## config.mk

```make
export PLATFORM = sky130hd
export DESIGN_NAME = mixcol_seq
export DESIGN_NICKNAME = d
export VERILOG_FILES = /design/src/rtl/mixcol_seq.sv
export SDC_FILE = /design/constraint.sdc
export NUM_CORES = 1
export LEC_CHECK = 0
export ABC_AREA = 0
export CAP_MARGIN = 30
export CORE_MARGIN = 2
export CORE_UTILIZATION = 43
export DETAILED_ROUTE_END_ITERATION = 8
export PLACE_DENSITY = 0.67
export SLEW_MARGIN = 20
export SYNTH_ARGS = -nofsm -noshare
export SYNTH_HDL_FRONTEND = slang
export SYNTH_SLANG_ARGS = --single-unit
```

## constraint.sdc

```tcl
create_clock -name clk -period 9.5 [get_ports clk]
set_input_delay 0.95 -clock clk [delete_from_list [all_inputs] [get_ports clk]]
set_output_delay 0.95 -clock clk [all_outputs]
set_load 0.005 [all_outputs]
```

## src/rtl/mixcol_seq.sv

```systemverilog
// Sequential AES MixColumns / InvMixColumns engine.
// One GF(2^8) product per cycle; 64 RUN cycles per 128-bit state.
//
// state | meaning
// IDLE  | waiting for start; dout holds the last result
// RUN   | one product accumulated per cycle, 64 cycles
// DONE  | result valid, done pulse for one cycle
module mixcol_seq (
  input  logic         clk,
  input  logic         rst,
  input  logic         start,
  input  logic         inv,
  input  logic [127:0] din,
  output logic         busy,
  output logic         done,
  output logic [127:0] dout
);

  typedef enum logic [1:0] {IDLE, RUN, DONE} state_t;

  state_t       state, state_nxt;
  logic [127:0] st_q;
  logic         mode_q;
  logic [5:0]   cnt_q;
  logic [7:0]   acc_q;

  logic [1:0] col, row, term, coef_sel;
  logic [3:0] src_idx, dst_idx;
  logic [7:0] src, coef, prod, acc_sum;

  function automatic logic [7:0] gf_mul(input logic [7:0] a, input logic [7:0] b);
    logic [7:0] p;
    logic [7:0] x;
    p = 8'h00;
    x = a;
    for (int i = 0; i < 8; i++) begin
      if (b[i]) p = p ^ x;
      x = {x[6:0], 1'b0} ^ (x[7] ? 8'h1B : 8'h00);
    end
    return p;
  endfunction

  assign {col, row, term} = cnt_q;
  assign src_idx  = {col, term};
  assign dst_idx  = {col, row};
  // Row r of the matrix is row 0 rotated right by r, so the coefficient is row0[term-row].
  assign coef_sel = term - row;

  always_comb begin
    coef = 8'h01;
    case ({mode_q, coef_sel})
      3'b0_00: coef = 8'h02;
      3'b0_01: coef = 8'h03;
      3'b0_10: coef = 8'h01;
      3'b0_11: coef = 8'h01;
      3'b1_00: coef = 8'h0E;
      3'b1_01: coef = 8'h0B;
      3'b1_10: coef = 8'h0D;
      3'b1_11: coef = 8'h09;
      default: coef = 8'h01;
    endcase
  end

  // Byte k lives at bits [127-8k -: 8]; ~idx is 15-idx for a 4-bit index.
  assign src     = st_q[{~src_idx, 3'b000} +: 8];
  assign prod    = gf_mul(coef, src);
  assign acc_sum = acc_q ^ prod;

  always_ff @(posedge clk or posedge rst) begin
    if (rst) state <= IDLE;
    else     state <= state_nxt;
  end

  always_comb begin
    state_nxt = state;
    busy      = 1'b0;
    done      = 1'b0;
    case (state)
      IDLE: if (start) state_nxt = RUN;
      RUN: begin
        busy = 1'b1;
        if (cnt_q == 6'd63) state_nxt = DONE;
      end
      DONE: begin
        busy      = 1'b1;
        done      = 1'b1;
        state_nxt = IDLE;
      end
      default: state_nxt = IDLE;
    endcase
  end

  always_ff @(posedge clk or posedge rst) begin
    if (rst) begin
      st_q   <= '0;
      mode_q <= 1'b0;
      cnt_q  <= '0;
      acc_q  <= '0;
      dout   <= '0;
    end else begin
      case (state)
        IDLE: if (start) begin
          st_q   <= din;
          mode_q <= inv;
          cnt_q  <= '0;
          acc_q  <= '0;
        end
        RUN: begin
          cnt_q <= cnt_q + 6'd1;
          if (term == 2'd3) begin
            dout[{~dst_idx, 3'b000} +: 8] <= acc_sum;
            acc_q <= '0;
          end else begin
            acc_q <= acc_sum;
          end
        end
        default: ;
      endcase
    end
  end

endmodule

```

* Word level (Yosys, flattened, before mapping)
Memory sizes are Yosys's and may differ from the RTL's.
Index checks and enable logic that the tools add are counted.
** Storage, ports and cells
- Bits in read-only memories :: 32
- Flip-flop bits (word level) :: 273
- Memories :: 1
- Output and inout bits :: 130
- Input port bits :: 132
** Operators by class
- Equality and inequality tests :: 6
- $add $sub $neg :: 3
- Reduce and logical (&&, ||, !) cells :: 7
- Muxes and demuxes :: 26
- Bitwise operators :: 17
- Shifts and indexed selects :: 3
** Memory list
- (no name shown) :: words 8, width 4, rd ports 1, clocked after Yosys merged registers in 0, write ports 0, line 51 : case ({mode_q, coef_sel})
** Operators with widths (number)
- 128-bit bitwise mux :: 1
- 8-bit by 9-bit variable shift with 128-bit output (first input constant) :: 1
- 128-bit by 8-bit indexed part select with 8-bit output :: 1
- 8-bit by 9-bit indexed part select with 128-bit output :: 1
- 8-bit two-way mux :: 10
- 8-bit XOR :: 8
- 8-bit by 5-bit XOR with 8-bit output :: 7
- 5-bit two-way mux :: 7
- 8-bit case mux with 2 select lines :: 1
- 6-bit case mux with 2 select lines :: 1
- 7-bit negator with 9-bit output :: 1
- 4-bit inverter :: 2
- 2-bit AND reduction :: 4
- 6-bit by 1-bit adder with 6-bit output (second input constant) :: 1
- 6-bit == test (second input constant) :: 1
- 6-bit two-way mux :: 1
- 2-bit == test (second input constant) :: 2
- 2-bit two-way mux :: 2
- 2-bit != test (second input constant) :: 2
- 2-bit case mux with 2 select lines :: 1
- 2-bit by 1-bit == test with 1-bit output (second input constant) :: 1
- 2-bit logical NOT :: 1
- 1-bit two-way mux :: 2
- 2-bit nonzero test :: 1
- other kinds (2) :: 2

* Logic depth before layout (Yosys ltp)
Gate-level depths: netlist of the first run.
- Depth in word-level cells :: 20
- Depth in mapped cells :: 13
- Depth with buffers taken out :: 10

* Least setup slack after synthesis of the first run
OpenSTA, ideal clock, no wires.
- Kind :: register to register
- Start point :: register cnt_q[0]
- End point :: register dout[13]
- Cell stages (with the launch flop) :: 14
- Data arrival time :: 2873 ps
- Buffers on the path :: 4
- Period minus slack after synthesis :: 2950 ps
- Slack :: 6550 ps
- Cell sequence :: dfrtp_1 > buf_6 > buf_4 > inv_1 > ha_1 > xnor2_1 > xnor2_1 > clkbuf_1 > mux2_2 > a32oi_1 > o211ai_1 > xor3_2 > buf_6 > o21ai_1
** On the way
- Longest elaborated chain between the ends :: 20
- Elaborated cells on any way between the ends :: 34
- Classes of those cells :: 1 x add/sub; 1 x eq/ne; 2 x shift; 12 x mux; 16 x bitwise; 1 x reduce/logical; 1 x memory
** Ends and longest elaborated chain
- from (decl) :: line 24 : logic [5:0] cnt_q;
- from (signal assigned) :: line 109 : cnt_q <= cnt_q + 6'd1;
- 4-bit inverter or 2-bit subtractor (tied branches) :: line 65, 47
- 128-bit by 8-bit indexed part select with 8-bit output or memory 8 x 4 bit (tied branches)
- 8-bit two-way mux or 8-bit by 5-bit XOR with 8-bit output (tied branches) :: line 37, 38
- 8-bit XOR :: line 37 : if (b[i]) p = p ^ x;
- 8-bit two-way mux :: line 37
- 8-bit XOR :: line 37
- 8-bit two-way mux :: line 37
- 8-bit XOR :: line 37
- [... 4 more ...]
- 8-bit two-way mux :: line 37
- 8-bit XOR :: line 37
- 8-bit two-way mux :: line 37
- 8-bit XOR :: line 37
- 8-bit two-way mux :: line 37
- 8-bit XOR :: line 67 : assign acc_sum = acc_q ^ prod;
- 8-bit by 9-bit indexed part select with 128-bit output :: line 111 : dout[{~dst_idx, 3'b000} +: 8] <= acc_sum;
- 128-bit bitwise mux :: line 111
- to (signal, indexed assignment) :: line 111
- to (decl) :: line 16 : output logic [127:0] dout
Parallel ways exist; a longest one is shown, timed or not.
A chain may end at the register's enable or synchronous reset.

* Worst setup path in the final report of the first run
- Start point :: register cnt_q[0]
- End point :: register dout[112]
The elaborated chain is that of the path after synthesis.

==> results of run 1 <==
==> area by class of cell <==
cell class	instances	share of cell area
multi-input combinational	608	0.309
inverter	15	0.00396
antenna	1	0.000155
sequential	273	0.425
tap	378	0.0294
clock buffer	39	0.0505
clock inverter	14	0.00490
timing repair buffer	279	0.177
==> cell families after synthesis <==
logic type                 Yosys count  share of synthesized area
xor gates and xnor gates            32                     0.0309
muxes                              210                      0.219
adders and majority gates            6                    0.00618
AOI/OAI and AO/OA                  162                     0.0803
and+or+nand+nor                    198                     0.0712
DFF                                273                      0.562
buffers and inverters               81                     0.0304
==> worst paths after layout <==
check | startpoint | to | slack (ns) | cells past startpoint
max in group asynchronous | rst | st_q[121] | 7.90 | 4
worst min-delay path | dout[111] | dout[111] | 0.48 | 2
worst max register to register | cnt_q[0] | dout[112] | 5.53 | 9
worst max-delay path | cnt_q[0] | dout[112] | 5.53 | 9
min in group asynchronous | rst | dout[109] | 0.74 | 2
worst min register to register | dout[111] | dout[111] | 0.48 | 2
==> per-stage QoR <==
stage,area [sq um],utilization,cells
global placement,15000,0.541,1544
floorplan,12100,-,962
CTS,16000,0.574,1599
global route,16100,0.579,1606
detailed placement,15100,0.542,1546
finish,16100,0.579,1607
==> critical path: stages, from the launching register on <==
cell and delay [ns]:
dfrtp_2 0.65, buf_4 0.45, mux4_2 0.56, a22oi_1 0.30, and2_1 0.33, nor2_1 0.09
o221ai_1 0.26, xnor2_1 0.18, xnor2_2 0.76, o21ai_0 0.22
==> layer usage <==
layer	routed length [microns]	vias up
li1	-	3888
met1	13100	4022
met2	13800	266
met3	2400	27
met4	419	0
met5	0	-
==> cells in the mapped netlist, types with 4 or more instances <==
cell type,number,share of area
a21oi_1,37,0.015
a21oi_2,7,0.0050
a22oi_1,10,0.0062
a31oi_1,4,0.0021
and2_1,4,0.0021
buf_1,4,0.0012
buf_2,10,0.0041
buf_4,5,0.0031
clkbuf_1,43,0.013
dfrtp_1,273,0.56
ha_1,6,0.0062
inv_1,14,0.0043
mux2_2,163,0.15
mux2i_1,19,0.016
mux4_2,28,0.052
nand2_1,100,0.031
nand2b_1,5,0.0026
nand3_1,8,0.0033
nor2_1,48,0.015
nor2b_1,4,0.0021
nor3_1,6,0.0025
o21ai_0,58,0.024
o21ai_1,14,0.0058
o21ai_2,4,0.0029
o22ai_1,4,0.0021
o31ai_1,4,0.0025
or3_1,5,0.0026
xnor2_1,13,0.0094
xnor2_2,5,0.0067
xor2_1,10,0.0072
==> power by group through the flow <==
stage	sequential [mW]	clock [mW]	combinational [mW]
after global routing	1.77	1.13	3.13
after CTS	1.72	1.08	2.85
after global placement	1.73	0	2.80
after detailed placement	1.74	0	2.85
final	1.72	1.06	2.89
after floorplan	1.65	0	2.07
==> state kept, by name, indices dropped and copies added, names as in the netlist <==
name,count
dout,128
st_q,128
acc_q,8
cnt_q,6
state,2
mode_q,1
==> out/results.tsv, run 1 <==
metric	value	unit
Yosys warnings	0	
most frequent cells in the layout	dfrtp_1, clkdlybuf4s50_1, mux2_2, nand2_1, o21ai_0	
area delta synth->final	32.5	%
P_int	3.29	mW
initial antenna violation count	1	
Cell Area, Synth	12100	sq um
CTS Hold Bufs	0	
via/cell ratio	5.10	
Clock power frac	0.186	
CTS tree	built	
DP Worst Slack	5.30	ns
Worst Max-Slew Pin Slew	0.948	ns
Critical Path Source Type	flip-flop	
overall power	5.67	mW
nets@finish	1344	
Sink Count	273	
CTS Buf Count	29	
signal arrival time at the worst endpoint	4.35	ns
syn_nets	1100	
final setup TNS	0	ns
GR Overflow Total	0	
Routed WL per cell	18.5	microns
Clock transition at path regs	0.06	ns
Seq pwr share	0.304	
largest net degree at the start of global routing	130	
first-pass GRT wire length	46600	microns
Final WS setup	5.53	ns
leak pwr	6.83	nW
DRC violations left	0	
Async S/R FF share, synth	1.00	
wirelength, routed	29700	microns
ANT nets after route	0	
global routing's busiest layer	met2	
met3 Use GR	0.0478	
drt pass-1 iters	4	
skew final	0.00961	ns
EDFF count, synth	0	
Worst-Skew Late Latency	0.54	ns
Power Density	352	nW/um^2
PostCTS Resize Cnt	0	
layout cells sized above 1	0.236	
flops & latches, synth	273	
kind of critical path	flip-flop to flip-flop	
Net Sw Power	2.38	mW
total die area	29600	sq um
Slew Limit Headroom	0.365	
Crit. End Element	flip-flop	
Main synth FF type	dfrtp_1	
vias in the first global route	8242	
RSZ-0062 raised after global routing	false	
met2 Use GR	0.328	
Cells after Synth	962	
GRT Overall Usage	0.202	
Die W	172	microns
initial DRC count	424	
IO Port Bufs	261	
Die Y	172	microns
status	completed	
Slew Limit Fails	0	
CP max FO	19	
core area	27800	sq um
Multi-input gate area	4980	sq um
final setup violation count	0	
Starting Density	0.437	
CP required	9.88	ns
grt met1 use	0.284	
DP HPWL	21100	microns
crit path time final	3.97	ns
via count	8203	
Yosys cell types	57	
FF/Latch Area	6830	sq um
number of H-tree levels	1	
WHS	0.481	ns
Comb power frac	0.510	
maxcap violations	0	
Mean Syn Cell Area	12.6	sq um
Hold WC Path Type	flip-flop to flip-flop	
f_max	252	MHz
Hold Vio Cnt, Final	0	
num rows	61	
CTS Root Cell	clkbuf_16	
clk buf depth	3	
Final Cycle Share	0.418	
fillers	2322	
post-CTS setup buffers	0	
sw frac	0.420	
I/O pins	262	
VDD IR max	0.000376	V
RePlAce Congestion	0.836	
commonest non-fill, non-tap cell in the layout	dfrtp_1	
Seq/Total Area, Yosys	0.562	
No activity file was read; power rests on OpenSTA's default activity.
==> run 2, diff against run 1 <==
--- a/config.mk
+++ b/config.mk
@@ -10,7 +10,7 @@
 export CORE_MARGIN = 2
 export CORE_UTILIZATION = 43
 export DETAILED_ROUTE_END_ITERATION = 8
-export PLACE_DENSITY = 0.67
+export PLACE_DENSITY = 0.7
 export SLEW_MARGIN = 20
 export SYNTH_ARGS = -nofsm -noshare
 export SYNTH_HDL_FRONTEND = slang
==> constraint.sdc (replaced) <==
create_clock -name clk -period 3.3 [get_ports clk]
set_input_delay 0.33 -clock clk [delete_from_list [all_inputs] [get_ports clk]]
set_output_delay 0.33 -clock clk [all_outputs]
set_load 0.005 [all_outputs]
==> run 2 against run 1 <==
Compared with the run above:
- final cell count up 2.2%
- routed wire length up 3.3%
- clock skew up 0.011 ns
- via count increased by 3.4%
- sequential power rose to 2.9 times the previous value
- sequential share of layout area decreased by 1.3 points
- count of clock-buffer cells in the layout is 4 higher
- maximum frequency rose by 23%
- largest cell class unchanged
- largest power group unchanged
==> out/results.tsv, run 2 (synthesis results as in run 1) <==
metric	value	unit	change
status	completed		
DP HPWL	22100	microns	+4.7%
final setup violation count	0		unchanged
area delta synth->final	36.6	%	
GRT Overall Usage	0.208		+0.00585
GR Overflow Total	0		unchanged
Power Density	1120	nW/um^2	+220%
Slew Limit Headroom	0.574		+0.209
skew final	0.0209	ns	+0.0113 ns
CP required	3.74	ns	-6.14 ns
CP max stage delay	0.50	ns	-0.26 ns
CTS Root Cell	clkbuf_16		
CP max FO	17		-2
layout cells sized above 1	0.258		+0.0223
initial antenna violation count	2		+1
total die area	29600	sq um	unchanged
WHS	0.239	ns	-0.241 ns
FF/Latch Area	6830	sq um	unchanged
Worst Max-Slew Pin Slew	0.638	ns	-0.310 ns
number of H-tree levels	1		unchanged
Hold WC Path Type	primary input to async pin		
overall power	18.5	mW	+230%
via/cell ratio	5.16		+1.1%
DRC violations left	0		unchanged
WP buf/inv	3		+2
clk buf depth	3		unchanged
first-pass GRT wire length	48000	microns	+3.1%
Crit. End Element	flip-flop		
Worst-Skew Late Latency	0.54	ns	about the same
vias in the first global route	8583		+4.1%
leak pwr	7.08	nW	+3.7%
most frequent cells in the layout	dfrtp_1, clkdlybuf4s50_1, mux2_2, nand2_1, o21ai_0		
RePlAce Congestion	0.951		+14%
initial DRC count	634		+50%
via count	8482		+3.4%
kind of critical path	flip-flop to flip-flop		
fin cells	1643		+2.2%
Slew Limit Fails	0		unchanged
CTS tree	built		
Die W	172	microns	unchanged
nets@finish	1382		+2.8%
CP delay by family, top	compound AO/OA/AOI/OAI gates		
I/O pins	262		unchanged
core area	27800	sq um	unchanged
critical path, cell by cell	buf_12, mux4_2, a22oi_1, nand2_1, buf_4, and3_1, o211ai_1, o211ai_1, xor3_4, buf_12, o21ai_0		
fillers	2266		-2.4%
n_diodes	0		-1
Multi-input gate area	5040	sq um	+1.3%
Starting Density	0.437		unchanged
DP Worst Slack	-0.137	ns	-5.43 ns
f_max	309	MHz	+23%
IO Port Bufs	261		unchanged
wirelength, routed	30700	microns	+3.3%
commonest non-fill, non-tap cell in the layout	dfrtp_1		
num rows	61		unchanged
largest net degree at the start of global routing	108		-17%
Critical Path Source Type	flip-flop		
Final WS setup	0.0630	ns	-5.47 ns
ANT nets after route	0		unchanged
Hold Vio Cnt, Final	0		unchanged
signal arrival time at the worst endpoint	3.68	ns	-0.67 ns
maxcap violations	0		unchanged
dpl cells	1574		+1.8%
CTS Buf Count	29		unchanged
Die Y	172	microns	unchanged
Routed WL per cell	18.7	microns	+1.0%
largest registers	dout x128, st_q x128, acc_q x8		
VDD IR max	0.00121	V	+220%
CTS Hold Bufs	0		unchanged
Sink Count	273		unchanged
Clock transition at path regs	0.06	ns	about the same
Final Cycle Share	0.981		+0.563
drt pass-1 iters	4		unchanged
CP max-delay cell	mux4_2		
crit path time final	3.24	ns	-0.731 ns
## run 2: cell count changes in the layout (fill, tap and decap cells not counted), moves of 3 or more
cell,delta
buf_4,+30
xnor2_4,+3
clkbuf_1,+4
buf_12,+12
o21ai_1,+6
xnor2_1,-3
o21ai_0,-6
bufinv_16,+4
clkinv_2,-7
buf_16,-5
## run 2: layout make-up
type | instances | share of cell area
clock inverters | 9 | 0.00890
well taps | 378 | 0.0285
flip-flops and latches | 273 | 0.412
multi-input cells | 608 | 0.304
repair buffers | 317 | 0.194
clock buffers | 43 | 0.0499
inverters | 15 | 0.00362
## run 2: worst paths after layout
kind | endpoint | start | depth (start not counted) | slack (ns)
worst max-delay path | dout[125] | cnt_q[0] | 11 | 0.06
worst min-delay path | dout[104] | rst | 2 | 0.24
worst max register to register | dout[125] | cnt_q[0] | 11 | 0.06
worst min register to register | dout[111] | dout[111] | 2 | 0.48
max in group asynchronous | cnt_q[0] | rst | 3 | 2.07
min in group clk | st_q[46] | din[46] | 2 | 0.40
## run 2: where the power goes
group / switching (mW) / internal, mW
Sequential: 0.574 / 4.34
Combinational: 5.56 / 4.75
Clock: 1.28 / 2.04
## run 2: routing by layer
layer / track usage / vias up / share of wire
met5: 0 / - / 0.00075
met2: 0.344 / 264 / 0.47
met1: 0.283 / 4202 / 0.45
met3: 0.0472 / 37 / 0.065
met4: 0.0446 / 4 / 0.017
li1: - / 3975 / -
## run 2: per-stage QoR
step | utilization | setup TNS [ns] | area (sq um)
after floorplan | - | -174.56 | 12200
after global placement | 0.552 | -0.411 | 15300
after detailed placement | 0.553 | -3.28 | 15400
after CTS | 0.590 | 0 | 16400
after global routing | 0.597 | -0.00272 | 16600
final | 0.597 | 0 | 16600
## run 2: repair_timing
item                       in CTS  in global routing
setup endpoints to repair      51                 83
cloned                          0                  1
setup buffers                   0                 16
resized for setup               4                 10
pin swaps                       0                  6
